[src/rtl/drac_pkg.sv]
// Core-wide types: fetch bundle lanes, decoded instruction entries and exceptions.
package drac_pkg;

  typedef enum logic [3:0] {
    INSTR_ADDR_MISALIGNED = 4'd0,
    ILLEGAL_INSTR         = 4'd2
  } exception_cause_t;

  typedef struct packed {
    logic             valid;
    exception_cause_t cause;
    logic [63:0]      origin;
  } exception_t;

  typedef enum logic [1:0] {
    UNIT_ALU,
    UNIT_BRANCH,
    UNIT_MEM,
    UNIT_SYSTEM
  } functional_unit_t;

  typedef enum logic [4:0] {
    ALU_ADD, ALU_SUB, ALU_SLL, ALU_SLT, ALU_SLTU, ALU_XOR, ALU_SRL, ALU_SRA,
    ALU_OR, ALU_AND, ALU_ADDW, ALU_SUBW, ALU_SLLW, ALU_SRLW, ALU_SRAW,
    ALU_BEQ, ALU_BNE, ALU_BLT, ALU_BGE, ALU_BLTU, ALU_BGEU, ALU_JAL, ALU_JALR
  } alu_op_t;

  typedef struct packed {
    logic [63:0] pc_inst;
    logic [31:0] inst;
  } fetch_out_t;

  typedef struct packed {
    logic [63:0]      pc;
    logic [4:0]       rs1;
    logic [4:0]       rs2;
    logic [4:0]       rd;
    logic [2:0]       funct3;
    functional_unit_t unit;
    alu_op_t          alu_op;
    logic             use_imm;
    logic             use_pc;
    logic             regfile_we;
    logic             change_pc_ena;
    logic [63:0]      result;
    exception_t       ex;
  } instr_entry_t;

endpackage

[src/rtl/riscv_pkg.sv]
// RISC-V base ISA encoding constants shared by the decode logic.
package riscv_pkg;

  localparam logic [6:0] OP_LUI     = 7'b0110111;
  localparam logic [6:0] OP_AUIPC   = 7'b0010111;
  localparam logic [6:0] OP_JAL     = 7'b1101111;
  localparam logic [6:0] OP_JALR    = 7'b1100111;
  localparam logic [6:0] OP_BRANCH  = 7'b1100011;
  localparam logic [6:0] OP_LOAD    = 7'b0000011;
  localparam logic [6:0] OP_STORE   = 7'b0100011;
  localparam logic [6:0] OP_ALU_I   = 7'b0010011;
  localparam logic [6:0] OP_ALU     = 7'b0110011;
  localparam logic [6:0] OP_ALU_I_W = 7'b0011011;
  localparam logic [6:0] OP_ALU_W   = 7'b0111011;
  localparam logic [6:0] OP_FENCE   = 7'b0001111;
  localparam logic [6:0] OP_SYSTEM  = 7'b1110011;

  localparam logic [2:0] F3_ADD_SUB = 3'd0;
  localparam logic [2:0] F3_SLL     = 3'd1;
  localparam logic [2:0] F3_SLT     = 3'd2;
  localparam logic [2:0] F3_SLTU    = 3'd3;
  localparam logic [2:0] F3_XOR     = 3'd4;
  localparam logic [2:0] F3_SRL_SRA = 3'd5;
  localparam logic [2:0] F3_OR      = 3'd6;
  localparam logic [2:0] F3_AND     = 3'd7;

  localparam logic [2:0] F3_BEQ     = 3'd0;
  localparam logic [2:0] F3_BNE     = 3'd1;
  localparam logic [2:0] F3_BLT     = 3'd4;
  localparam logic [2:0] F3_BGE     = 3'd5;
  localparam logic [2:0] F3_BLTU    = 3'd6;
  localparam logic [2:0] F3_BGEU    = 3'd7;

  localparam logic [2:0] F3_LWU     = 3'd6;
  localparam logic [2:0] F3_SD      = 3'd3;
  localparam logic [2:0] F3_CSRRWI  = 3'd5;
  localparam logic [2:0] F3_PRIV    = 3'd0;
  localparam logic [2:0] F3_FENCE_I = 3'd1;

  localparam logic [6:0] F7_NORMAL       = 7'b0000000;
  localparam logic [6:0] F7_SRAI_SUB_SRA = 7'b0100000;

endpackage

[src/rtl/decode_lane.sv]
// Combinational RV64I decoder for a single fetch lane.
module decode_lane
  import drac_pkg::*;
  import riscv_pkg::*;
(
  input  fetch_out_t   fetch_i,
  output instr_entry_t instr_o
);

  logic [31:0]  inst;
  logic [6:0]   opcode;
  logic [2:0]   func3;
  logic [6:0]   func7;
  logic [63:0]  imm_i, imm_s, imm_b, imm_u, imm_j;
  logic         illegal;
  instr_entry_t d;

  assign inst   = fetch_i.inst;
  assign opcode = inst[6:0];
  assign func3  = inst[14:12];
  assign func7  = inst[31:25];
  assign imm_i  = {{52{inst[31]}}, inst[31:20]};
  assign imm_s  = {{52{inst[31]}}, inst[31:25], inst[11:7]};
  assign imm_b  = {{51{inst[31]}}, inst[31], inst[7], inst[30:25], inst[11:8], 1'b0};
  assign imm_u  = {{32{inst[31]}}, inst[31:12], 12'b0};
  assign imm_j  = {{43{inst[31]}}, inst[31], inst[19:12], inst[20], inst[30:21], 1'b0};

  always_comb begin
    d          = '0;
    illegal    = 1'b0;
    d.pc       = fetch_i.pc_inst;
    d.rs1      = inst[19:15];
    d.rs2      = inst[24:20];
    d.rd       = inst[11:7];
    d.funct3   = func3;
    d.unit     = UNIT_ALU;
    d.alu_op   = ALU_ADD;
    case (opcode)
      OP_LUI: begin
        d.use_imm = 1'b1; d.regfile_we = 1'b1; d.result = imm_u; d.rs1 = '0;
      end
      OP_AUIPC: begin
        d.use_imm = 1'b1; d.use_pc = 1'b1; d.regfile_we = 1'b1; d.result = imm_u;
      end
      OP_JAL: begin
        d.unit = UNIT_BRANCH; d.alu_op = ALU_JAL; d.use_imm = 1'b1; d.use_pc = 1'b1;
        d.regfile_we = 1'b1; d.change_pc_ena = 1'b1; d.result = imm_j;
      end
      OP_JALR: begin
        d.unit = UNIT_BRANCH; d.alu_op = ALU_JALR; d.use_imm = 1'b1;
        d.regfile_we = 1'b1; d.change_pc_ena = 1'b1; d.result = imm_i;
        illegal = (func3 != 3'd0);
      end
      OP_BRANCH: begin
        d.unit = UNIT_BRANCH; d.result = imm_b;
        case (func3)
          F3_BEQ:  d.alu_op = ALU_BEQ;
          F3_BNE:  d.alu_op = ALU_BNE;
          F3_BLT:  d.alu_op = ALU_BLT;
          F3_BGE:  d.alu_op = ALU_BGE;
          F3_BLTU: d.alu_op = ALU_BLTU;
          F3_BGEU: d.alu_op = ALU_BGEU;
          default: illegal = 1'b1;
        endcase
      end
      OP_LOAD: begin
        d.unit = UNIT_MEM; d.use_imm = 1'b1; d.regfile_we = 1'b1; d.result = imm_i;
        illegal = (func3 > F3_LWU);
      end
      OP_STORE: begin
        d.unit = UNIT_MEM; d.use_imm = 1'b1; d.result = imm_s;
        illegal = (func3 > F3_SD);
      end
      OP_ALU_I: begin
        d.use_imm = 1'b1; d.regfile_we = 1'b1; d.result = imm_i;
        case (func3)
          F3_ADD_SUB: d.alu_op = ALU_ADD;
          F3_SLT:     d.alu_op = ALU_SLT;
          F3_SLTU:    d.alu_op = ALU_SLTU;
          F3_XOR:     d.alu_op = ALU_XOR;
          F3_OR:      d.alu_op = ALU_OR;
          F3_AND:     d.alu_op = ALU_AND;
          F3_SLL: begin
            d.alu_op = ALU_SLL; d.result = {58'b0, inst[25:20]};
            illegal  = (inst[31:26] != 6'b000000);
          end
          default: begin
            d.result = {58'b0, inst[25:20]};
            if (inst[31:26] == 6'b000000)      d.alu_op = ALU_SRL;
            else if (inst[31:26] == 6'b010000) d.alu_op = ALU_SRA;
            else                               illegal  = 1'b1;
          end
        endcase
      end
      OP_ALU: begin
        d.regfile_we = 1'b1;
        if (func7 == F7_NORMAL) begin
          case (func3)
            F3_ADD_SUB: d.alu_op = ALU_ADD;
            F3_SLL:     d.alu_op = ALU_SLL;
            F3_SLT:     d.alu_op = ALU_SLT;
            F3_SLTU:    d.alu_op = ALU_SLTU;
            F3_XOR:     d.alu_op = ALU_XOR;
            F3_SRL_SRA: d.alu_op = ALU_SRL;
            F3_OR:      d.alu_op = ALU_OR;
            default:    d.alu_op = ALU_AND;
          endcase
        end else if (func7 == F7_SRAI_SUB_SRA && func3 == F3_ADD_SUB) begin
          d.alu_op = ALU_SUB;
        end else if (func7 == F7_SRAI_SUB_SRA && func3 == F3_SRL_SRA) begin
          d.alu_op = ALU_SRA;
        end else begin
          illegal = 1'b1;
        end
      end
      OP_ALU_I_W: begin
        d.use_imm = 1'b1; d.regfile_we = 1'b1; d.result = imm_i;
        // W shifts only have a 5-bit shamt, so inst[25] must be zero
        if (func3 == F3_ADD_SUB) begin
          d.alu_op = ALU_ADDW;
        end else if (func3 == F3_SLL && func7 == F7_NORMAL) begin
          d.alu_op = ALU_SLLW; d.result = {59'b0, inst[24:20]};
        end else if (func3 == F3_SRL_SRA && func7 == F7_NORMAL) begin
          d.alu_op = ALU_SRLW; d.result = {59'b0, inst[24:20]};
        end else if (func3 == F3_SRL_SRA && func7 == F7_SRAI_SUB_SRA) begin
          d.alu_op = ALU_SRAW; d.result = {59'b0, inst[24:20]};
        end else begin
          illegal = 1'b1;
        end
      end
      OP_ALU_W: begin
        d.regfile_we = 1'b1;
        if (func3 == F3_ADD_SUB && func7 == F7_NORMAL)            d.alu_op = ALU_ADDW;
        else if (func3 == F3_ADD_SUB && func7 == F7_SRAI_SUB_SRA) d.alu_op = ALU_SUBW;
        else if (func3 == F3_SLL && func7 == F7_NORMAL)           d.alu_op = ALU_SLLW;
        else if (func3 == F3_SRL_SRA && func7 == F7_NORMAL)       d.alu_op = ALU_SRLW;
        else if (func3 == F3_SRL_SRA && func7 == F7_SRAI_SUB_SRA) d.alu_op = ALU_SRAW;
        else                                                      illegal  = 1'b1;
      end
      OP_FENCE: begin
        d.unit  = UNIT_SYSTEM;
        illegal = (func3 != F3_PRIV) && (func3 != F3_FENCE_I);
      end
      OP_SYSTEM: begin
        d.unit          = UNIT_SYSTEM;
        d.result        = imm_i;
        d.use_imm       = func3[2];
        d.regfile_we    = (func3 != F3_PRIV);
        d.change_pc_ena = (func3 == F3_PRIV);
        illegal         = (func3 == 3'd4);
      end
      default: illegal = 1'b1;
    endcase

    if (fetch_i.pc_inst[1:0] != 2'b00) begin
      d.ex.valid  = 1'b1;
      d.ex.cause  = INSTR_ADDR_MISALIGNED;
      d.ex.origin = fetch_i.pc_inst;
    end else if (illegal) begin
      d.ex.valid  = 1'b1;
      d.ex.cause  = ILLEGAL_INSTR;
      d.ex.origin = {32'b0, inst};
    end
    if (d.ex.valid) begin
      d.regfile_we    = 1'b0;
      d.change_pc_ena = 1'b0;
    end
  end

  assign instr_o = d;

endmodule

[src/rtl/decode_stage.sv]
// Multi-lane decode stage: per-lane decode, younger-lane truncation and a small
// flop-based output buffer with a delivered-lane counter.
module decode_stage
  import drac_pkg::*;
#(
  parameter int unsigned NLANES = 2,
  parameter int unsigned DEPTH  = 2,
  parameter int unsigned CNT_W  = 32
) (
  input  logic                      clk_i,
  input  logic                      rstn_i,
  input  logic                      flush_i,
  input  logic                      valid_i,
  input  fetch_out_t   [NLANES-1:0] fetch_i,
  input  logic         [NLANES-1:0] lane_mask_i,
  output logic                      ready_o,
  output logic                      valid_o,
  input  logic                      ready_i,
  output instr_entry_t [NLANES-1:0] instr_o,
  output logic         [NLANES-1:0] lane_mask_o,
  output logic         [CNT_W-1:0]  decoded_cnt_o
);

  localparam int unsigned    PTR_W   = (DEPTH > 1) ? $clog2(DEPTH) : 1;
  localparam logic [PTR_W:0] DEPTH_C = (PTR_W+1)'(DEPTH);

  instr_entry_t [NLANES-1:0] dec;
  logic         [NLANES-1:0] dec_mask;

  for (genvar g = 0; g < NLANES; g++) begin : g_lane
    decode_lane u_decode_lane (
      .fetch_i (fetch_i[g]),
      .instr_o (dec[g])
    );
  end

  // A lane that redirects or traps kills every younger lane behind it
  always_comb begin : truncate
    logic kill;
    kill     = 1'b0;
    dec_mask = '0;
    for (int unsigned i = 0; i < NLANES; i++) begin
      dec_mask[i] = lane_mask_i[i] & ~kill;
      if (dec_mask[i] && (dec[i].ex.valid || dec[i].change_pc_ena)) kill = 1'b1;
    end
  end

  instr_entry_t [NLANES-1:0] buf_q  [DEPTH];
  instr_entry_t [NLANES-1:0] buf_d  [DEPTH];
  logic         [NLANES-1:0] mask_q [DEPTH];
  logic         [NLANES-1:0] mask_d [DEPTH];
  logic [PTR_W-1:0] wr_ptr_q, wr_ptr_d, rd_ptr_q, rd_ptr_d;
  logic [PTR_W:0]   count_q, count_d;
  logic [CNT_W-1:0] cnt_q, cnt_d;
  logic [CNT_W-1:0] pop_lanes;
  logic             push, pop;

  assign ready_o       = (count_q < DEPTH_C);
  assign valid_o       = (count_q != '0);
  assign instr_o       = valid_o ? buf_q[rd_ptr_q]  : '0;
  assign lane_mask_o   = valid_o ? mask_q[rd_ptr_q] : '0;
  assign decoded_cnt_o = cnt_q;

  always_comb begin
    push      = valid_i & ready_o & ~flush_i & (|lane_mask_i);
    pop       = valid_o & ready_i & ~flush_i;
    pop_lanes = '0;
    for (int unsigned i = 0; i < NLANES; i++) begin
      pop_lanes = pop_lanes + CNT_W'(lane_mask_o[i]);
    end
    buf_d    = buf_q;
    mask_d   = mask_q;
    wr_ptr_d = wr_ptr_q;
    rd_ptr_d = rd_ptr_q;
    count_d  = count_q;
    cnt_d    = cnt_q;
    if (flush_i) begin
      wr_ptr_d = '0;
      rd_ptr_d = '0;
      count_d  = '0;
    end else begin
      if (push) begin
        buf_d[wr_ptr_q]  = dec;
        mask_d[wr_ptr_q] = dec_mask;
        wr_ptr_d         = wr_ptr_q + PTR_W'(1);
      end
      if (pop) begin
        rd_ptr_d = rd_ptr_q + PTR_W'(1);
        cnt_d    = cnt_q + pop_lanes;
      end
      case ({push, pop})
        2'b10:   count_d = count_q + (PTR_W+1)'(1);
        2'b01:   count_d = count_q - (PTR_W+1)'(1);
        default: count_d = count_q;
      endcase
    end
  end

  always_ff @(posedge clk_i or negedge rstn_i) begin
    if (!rstn_i) begin
      buf_q    <= '{default: '0};
      mask_q   <= '{default: '0};
      wr_ptr_q <= '0;
      rd_ptr_q <= '0;
      count_q  <= '0;
      cnt_q    <= '0;
    end else begin
      buf_q    <= buf_d;
      mask_q   <= mask_d;
      wr_ptr_q <= wr_ptr_d;
      rd_ptr_q <= rd_ptr_d;
      count_q  <= count_d;
      cnt_q    <= cnt_d;
    end
  end

endmodule

[config.mk]
export PLATFORM = sky130hd
export DESIGN_NAME = decode_stage
export DESIGN_NICKNAME = d
export VERILOG_FILES = /design/src/rtl/drac_pkg.sv /design/src/rtl/riscv_pkg.sv /design/src/rtl/decode_lane.sv /design/src/rtl/decode_stage.sv
export SDC_FILE = /design/constraint.sdc
export NUM_CORES = 2
export LEC_CHECK = 0
export CAP_MARGIN = 20
export CORE_ASPECT_RATIO = 0.8
export CORE_UTILIZATION = 56
export DETAILED_ROUTE_END_ITERATION = 8
export PLACE_DENSITY = 0.85
export SLEW_MARGIN = 20
export SYNTH_ARGS = -nofsm -noshare
export SYNTH_HDL_FRONTEND = slang
export SYNTH_HIERARCHICAL = 1
export SYNTH_SLANG_ARGS = --single-unit
[constraint.sdc]
create_clock -name clk_i -period 3.67 [get_ports clk_i]
set_input_delay 0.5505 -clock clk_i [delete_from_list [all_inputs] [get_ports clk_i]]
set_output_delay 0.5505 -clock clk_i [all_outputs]
set_load 0.01 [all_outputs]
=== Word level (Yosys, flattened, before mapping) ===
Cells that the tools add are included.

* Bits in registers: 944
* Logic and storage cells: 303

* Add/subtract/negate cells: 6
* Magnitude comparators: 8
* Equal/unequal tests: 48
* Multiplexer cells: 107
* Bitwise logic cells: 10
* Reductions and logical operators: 58

{| class="wikitable"
|+ Operator list
! cell !! count
|-
| $mux 452 || 5
|-
| $bwmux 904 || 1
|-
| $pmux 64 s7 || 2
|-
| $mux 64 || 10
|-
| $demux 452 s1 || 1
|-
| $mux 69 || 4
|-
| $pmux 5 s7 || 4
|-
| $eq 7x6->1 const B || 10
|-
| $mux 5 || 13
|-
| $pmux 5 s6 || 2
|-
| $eq 7x7->1 const B || 8
|-
| $pmux 4 s7 || 2
|-
| $eq 7x5->1 const B || 6
|-
| $add 32x2->32 || 1
|-
| $mux 1 || 29
|-
| $eq 3x3->1 const B || 8
|-
| $reduce_or 6->1 || 4
|-
| $pmux 1 s11 || 2
|-
| $reduce_or 2->1 || 11
|-
| $mux 4 || 5
|-
| $mux 3 || 6
|-
| $reduce_or 3->1 || 6
|-
| $reduce_or 9->1 || 2
|-
| $mux 2 || 8
|-
| 35 further kinds || 87
|}

=== Depth between registers and ports, before layout ===
* Depth in word-level cells: 17
* Mapped depth: 11

=== Hierarchy ===
Netlist, hierarchy kept.

{| class="wikitable"
|+ By module, submodules not included
! module !! times used !! cells an instance !! area each (um^2) !! sequential area each (um^2)
|-
| decode_stage || 1 || 3,094 || 41,995.3 || 23,622.7
|-
| decode_lane || 2 || 474 || 2,994.1 || 0.0
|}

=== Worst setup path after synthesis ===
OpenSTA, ideal clock, no wires.

* Kind: reg2reg
* Start: register rd_ptr_q
* End: register cnt_q[31], in the netlist decoded_cnt_o[31]
* Library setup time: 0.079 ns
* Arrival: 2.783 ns
* Path slack: 0.807 ns
* Stages on the path, launching flop included: 12
* Clock period less this slack: 2.863 ns
* Cell sequence: dfrtp_1 > clkbuf_1 > clkbuf_1 > buf_2 > mux2i_1 > nor2_1 > fa_1 > nand3_1 > or3_1 > clkbuf_1 > nor4_1 > xor2_1

* Cells in the longest elaborated chain, start to end: 7

{| class="wikitable"
|+ Ends and longest elaborated chain
! item !! RTL line !! source
|-
| start, declared || decode_stage.sv:52 || <nowiki>logic [PTR_W-1:0] wr_ptr_q, wr_ptr_d, rd_ptr_q, rd_ptr_d;</nowiki>
|-
| start signal, assigned || decode_stage.sv:111 || <nowiki>rd_ptr_q <= rd_ptr_d;</nowiki>
|-
| $not 1->2 (not written as such) || decode_stage.sv:61 || <nowiki>assign lane_mask_o = valid_o ? mask_q[rd_ptr_q] : '0;</nowiki>
|-
| $mux 2 (not written as such) (3 in a row) || decode_stage.sv:61 ||
|-
| $mux 2 || decode_stage.sv:61 ||
|-
| via lane_mask_o[0] || decode_stage.sv:20 || <nowiki>output logic [NLANES-1:0] lane_mask_o,</nowiki>
|-
| $add 1x1->2 || decode_stage.sv:69 || <nowiki>pop_lanes = pop_lanes + CNT_W'(lane_mask_o[i]);</nowiki>
|-
| $add 32x2->32 || decode_stage.sv:89 || <nowiki>cnt_d = cnt_q + pop_lanes;</nowiki>
|-
| end signal, assigned || decode_stage.sv:113 || <nowiki>cnt_q <= cnt_d;</nowiki>
|-
| end, declared || decode_stage.sv:54 || <nowiki>logic [CNT_W-1:0] cnt_q, cnt_d;</nowiki>
|}

The timed path passes the listed nets, and every way through them passes these cells. The select of a mux whose other input is x is not followed.
A chain may end at the register's enable or synchronous reset.

==> summary.md <==
| Metric | Value |
|---|---|
| Outcome | `finished, violations left` |
| Failing checks | `design-rule violations` |
| First-pass GRT wire length | `a little over 200000 µm` |
| Synth top area cells | `dfrtp_1 (49%), mux2_2 (11%), mux2_1 (11%)` |
| DR WL met3 | `between 9000 and 10000 µm` |
| DR WL met2 | `62400 µm` |
| Layout cells sized above 1 | `19.0%` |
| Final GP Congestion | `approximately 0.96` |
| Clock sinks | `~940` |
| XOR/XNOR Fraction of Synth Area | `less than 1%` |
| Unrepaired setup endpoints after global routing | `no` |
| CP Data Required Time | `about 3.1 ns` |
| Core box area | `approximately 84000 µm²` |
| Hold Vio Cnt, Final | `0` |
| IO Port Bufs | `just under 700` |
| Clock Path Buffers | `3` |
| Fin. max-slew vios | `0` |
| Post-synth ARST share | `100%` |
| Die span in x | `329 µm` |
| Chip height | `roughly 260 µm` |
| Reg2Reg Depth | `9` |
| Power Density | `~520 nW/µm²` |
| Most used DFF post-synth | `dfrtp_1` |
| Hold crit path type | `input port to asynchronous set/reset pin` |
| Antenna Nets Post-Route | `0` |
| Remaining Overflow, GRT | `0` |
| DRC | `64` |
| Compound-Gate Fraction of Synth Area | `3.92%` |
| Crit. End Element | `output pin` |
| Max IR drop VDD | `approximately 370 µV` |
| Number of max-cap violations | `0` |
| Final #Nets | `about 4700` |
| Die footprint | `86900 µm²` |
| Power share of the clock group | `roughly 34%` |
| Area leader, netlist | `dfrtp_1` |
| Root Buffer | `clkbuf_16` |
| Top-area cell type share of the netlist area | `49.2%` |
| CP Class | `register to output pin` |
| Worst slew pin tran | `roughly 1 ns` |
| Post-synthesis mux area share | `between 30 and 40%` |
| Max Clk Rate | `283 MHz` |
| Most common cell in the netlist | `dfrtp_1` |
| Final Setup Violations | `0` |
| TritonCTS clock tree | `yes` |
| I/O pin total | `687` |
| Fin crit share | `a little over nine tenths` |
| Relative slew slack | `about a third` |
| H-tree Lvls | `3` |
| Tot GR Track Use | `30.8%` |
| Sum Neg Setup Slack | `0 ns` |
| Mapped Cells | `between 4000 and 5000` |
| Netlist cell types | `73` |
| Post-Route Utilization | `between 60% and 70%` |
| Post-Synth Adder-Cell Area | `less than 1%` |
| Largest net degree at the start of global routing | `~130` |
| Tmin final | `roughly 3.5 ns` |
| Top layer in use | `met5` |
| Area growth syn-to-layout | `21.4%` |
| Via-per-instance ratio | `5.81` |
| Met1 WL | `between 50000 and 60000 µm` |
| Min Hold Slack | `0.468 ns` |
| NetSw | `approximately 8.5 mW` |
| Fillers | `between 5000 and 6000` |
| Pre-CTS WS | `between 0.2 and 0.25 ns` |
| Synth warn | `6` |
| CTS Buf Count | `between 90 and 100` |
| Critical path peak fanout | `46` |
| Register share of total power | `between 40% and 50%` |
| Initial Utilization | `56.9%` |
| DR pass1 iterations | `9` |
| FF-to-FF Start | `rd_ptr_q` |
| WP data arrival | `2.98 ns` |
| Synth top cells by count | `dfrtp_1 (944), nor2_1 (505), mux2_2 (460)` |
| Sequential fraction of the synthesis area | `about 49%` |
| Total routed wirelength | `135000 µm` |
| Initial antenna violation count | `12` |
| Per-cell routed wire length | `23.6 µm` |
| Vias | `around 33000` |
| 1st-iter DRT viols | `2631` |
| EDFF count, synth | `0` |
| PostCTS Resize Cnt | `0` |
| Leakage | `between 20 and 30 nW` |
| Detailed Place HPWL | `approximately 96000 µm` |
| Largest family of logic cells by synthesized area | `multiplexers` |
| Gate power share | `21.2%` |
| Skew-Pair Late Insertion Delay | `0.66 ns` |
| Avg Inst Size Synth | `about 12 µm²` |
| Row count | `95` |
| Power consumption | `30.6 mW` |
| Synth Register Bits | `roughly 940` |
| Worst Slack Setup Final | `roughly 0.14 ns` |
| Reg clk slew, reported paths | `0.06 ns` |
| Setup Skew | `about 0.028 ns` |
| Switching fraction of total power | `approximately 28%` |
| CP Launch Type | `register` |
| Netlist Area Pre-Place | `around 48000 µm²` |
| Vias in the first global route | `approximately 34000` |
| P_int | `around 22 mW` |
| RR Endpoint | `decoded_cnt_o[16]` |
| Reg-to-reg setup timing slack | `0.86 ns` |
| Simple-gate area share of the yosys netlist | `8.86%` |
==> routing by layer <==
metal  global-route usage, %  vias up
met2                    47.7     1112
li1                        -    14800
met3                    6.41      296
met1                    42.1    17000
met4                    12.9        2
met5                       0        -
==> worst max-delay path: stages, from the launching register on <==
cell             delay [ns]
dfrtp_4                0.65
buf_12                 0.28
buf_12                 0.33
mux2i_1                0.40
nor2_1                 0.09
clkdlybuf4s50_1        0.50
==> registers in the layout (all words and copies together), names as in the netlist <==
| name | count |
|---|---|
| count_q | 2 |
| buf_q | 904 |
| mask_q | 4 |
| rd_ptr_q | 1 |
| wr_ptr_q | 1 |
| decoded_cnt_o | 32 |
==> worst max path at each step <==
stage                     cells after the start  slack (ns)   startpoint                end
after floorplan                              11        0.81     rd_ptr_q  decoded_cnt_o[31]
after global placement                        9        0.25  fetch_i[98]         buf_q[681]
after detailed placement                      9        0.23   fetch_i[2]         buf_q[127]
after CTS                                     5        0.04     rd_ptr_q       instr_o[309]
after global routing                          5        0.06     rd_ptr_q       instr_o[309]
final                                         5        0.14     rd_ptr_q       instr_o[309]
==> repair_timing <==
action,CTS,global route
hold endpoints to repair,54,0
setup buffers,0,10
setup endpoints to repair,0,1
hold buffers,1,0
==> final cells by class <==
| cell class | count | area (µm²) | share of cell area, % |
|---|---|---|---|
| Antenna cell | 7 | 17.5 | 0.0301 |
| Clock buffer | 134 | 2780 | 4.76 |
| Clock inverter | 44 | 541 | 0.928 |
| Inverter | 19 | 71.3 | 0.122 |
| Multi-Input combinational cell | 2594 | 21300 | 36.6 |
| Sequential cell | 944 | 23600 | 40.5 |
| Tap cell | 1115 | 1400 | 2.39 |
| Timing Repair Buffer | 841 | 8500 | 14.6 |
==> layout by cell type (no fill, tap or decap), drive strengths merged, types with 19 or more instances in the layout <==
cell	count
o21ai	91
nor3	22
clkbuf	134
mux2	908
inv	25
nor4	21
buf	155
nand3	22
and2	80
clkdlybuf4s50	685
nand2	176
nor2	509
clkinv	25
xnor2	20
mux2i	455
a21o	39
dfrtp	944
xor2	19
==> cells by family after synthesis <==
group,Yosys count
and+or+nand+nor,934
DFF,944
adders and majority gates,3
AOI/OAI and AO/OA,249
xor gates and xnor gates,39
other,2
muxes,1363
buffers and inverters,508
==> stage by stage <==
step | std cells | instance area (µm²)
3_3_place_gp | 5502 | 54800
3_5_place_dp | 5502 | 54800
4_1_cts | 5681 | 58200
6_report | 5698 | 58300
5_1_grt | 5697 | 58300
2_1_floorplan | 4046 | 48000
==> power groups by stage <==
stage / clock network, mW / registers, mW / logic [mW]
after floorplan: 0 / 13.6 / 4.06
after global placement: 0 / 13.8 / 6.25
after detailed placement: 0 / 14.0 / 6.42
after CTS: 10.4 / 13.9 / 6.48
after global routing: 10.8 / 14.1 / 6.93
final: 10.2 / 13.9 / 6.47
(Power assumes the default switching activity.)
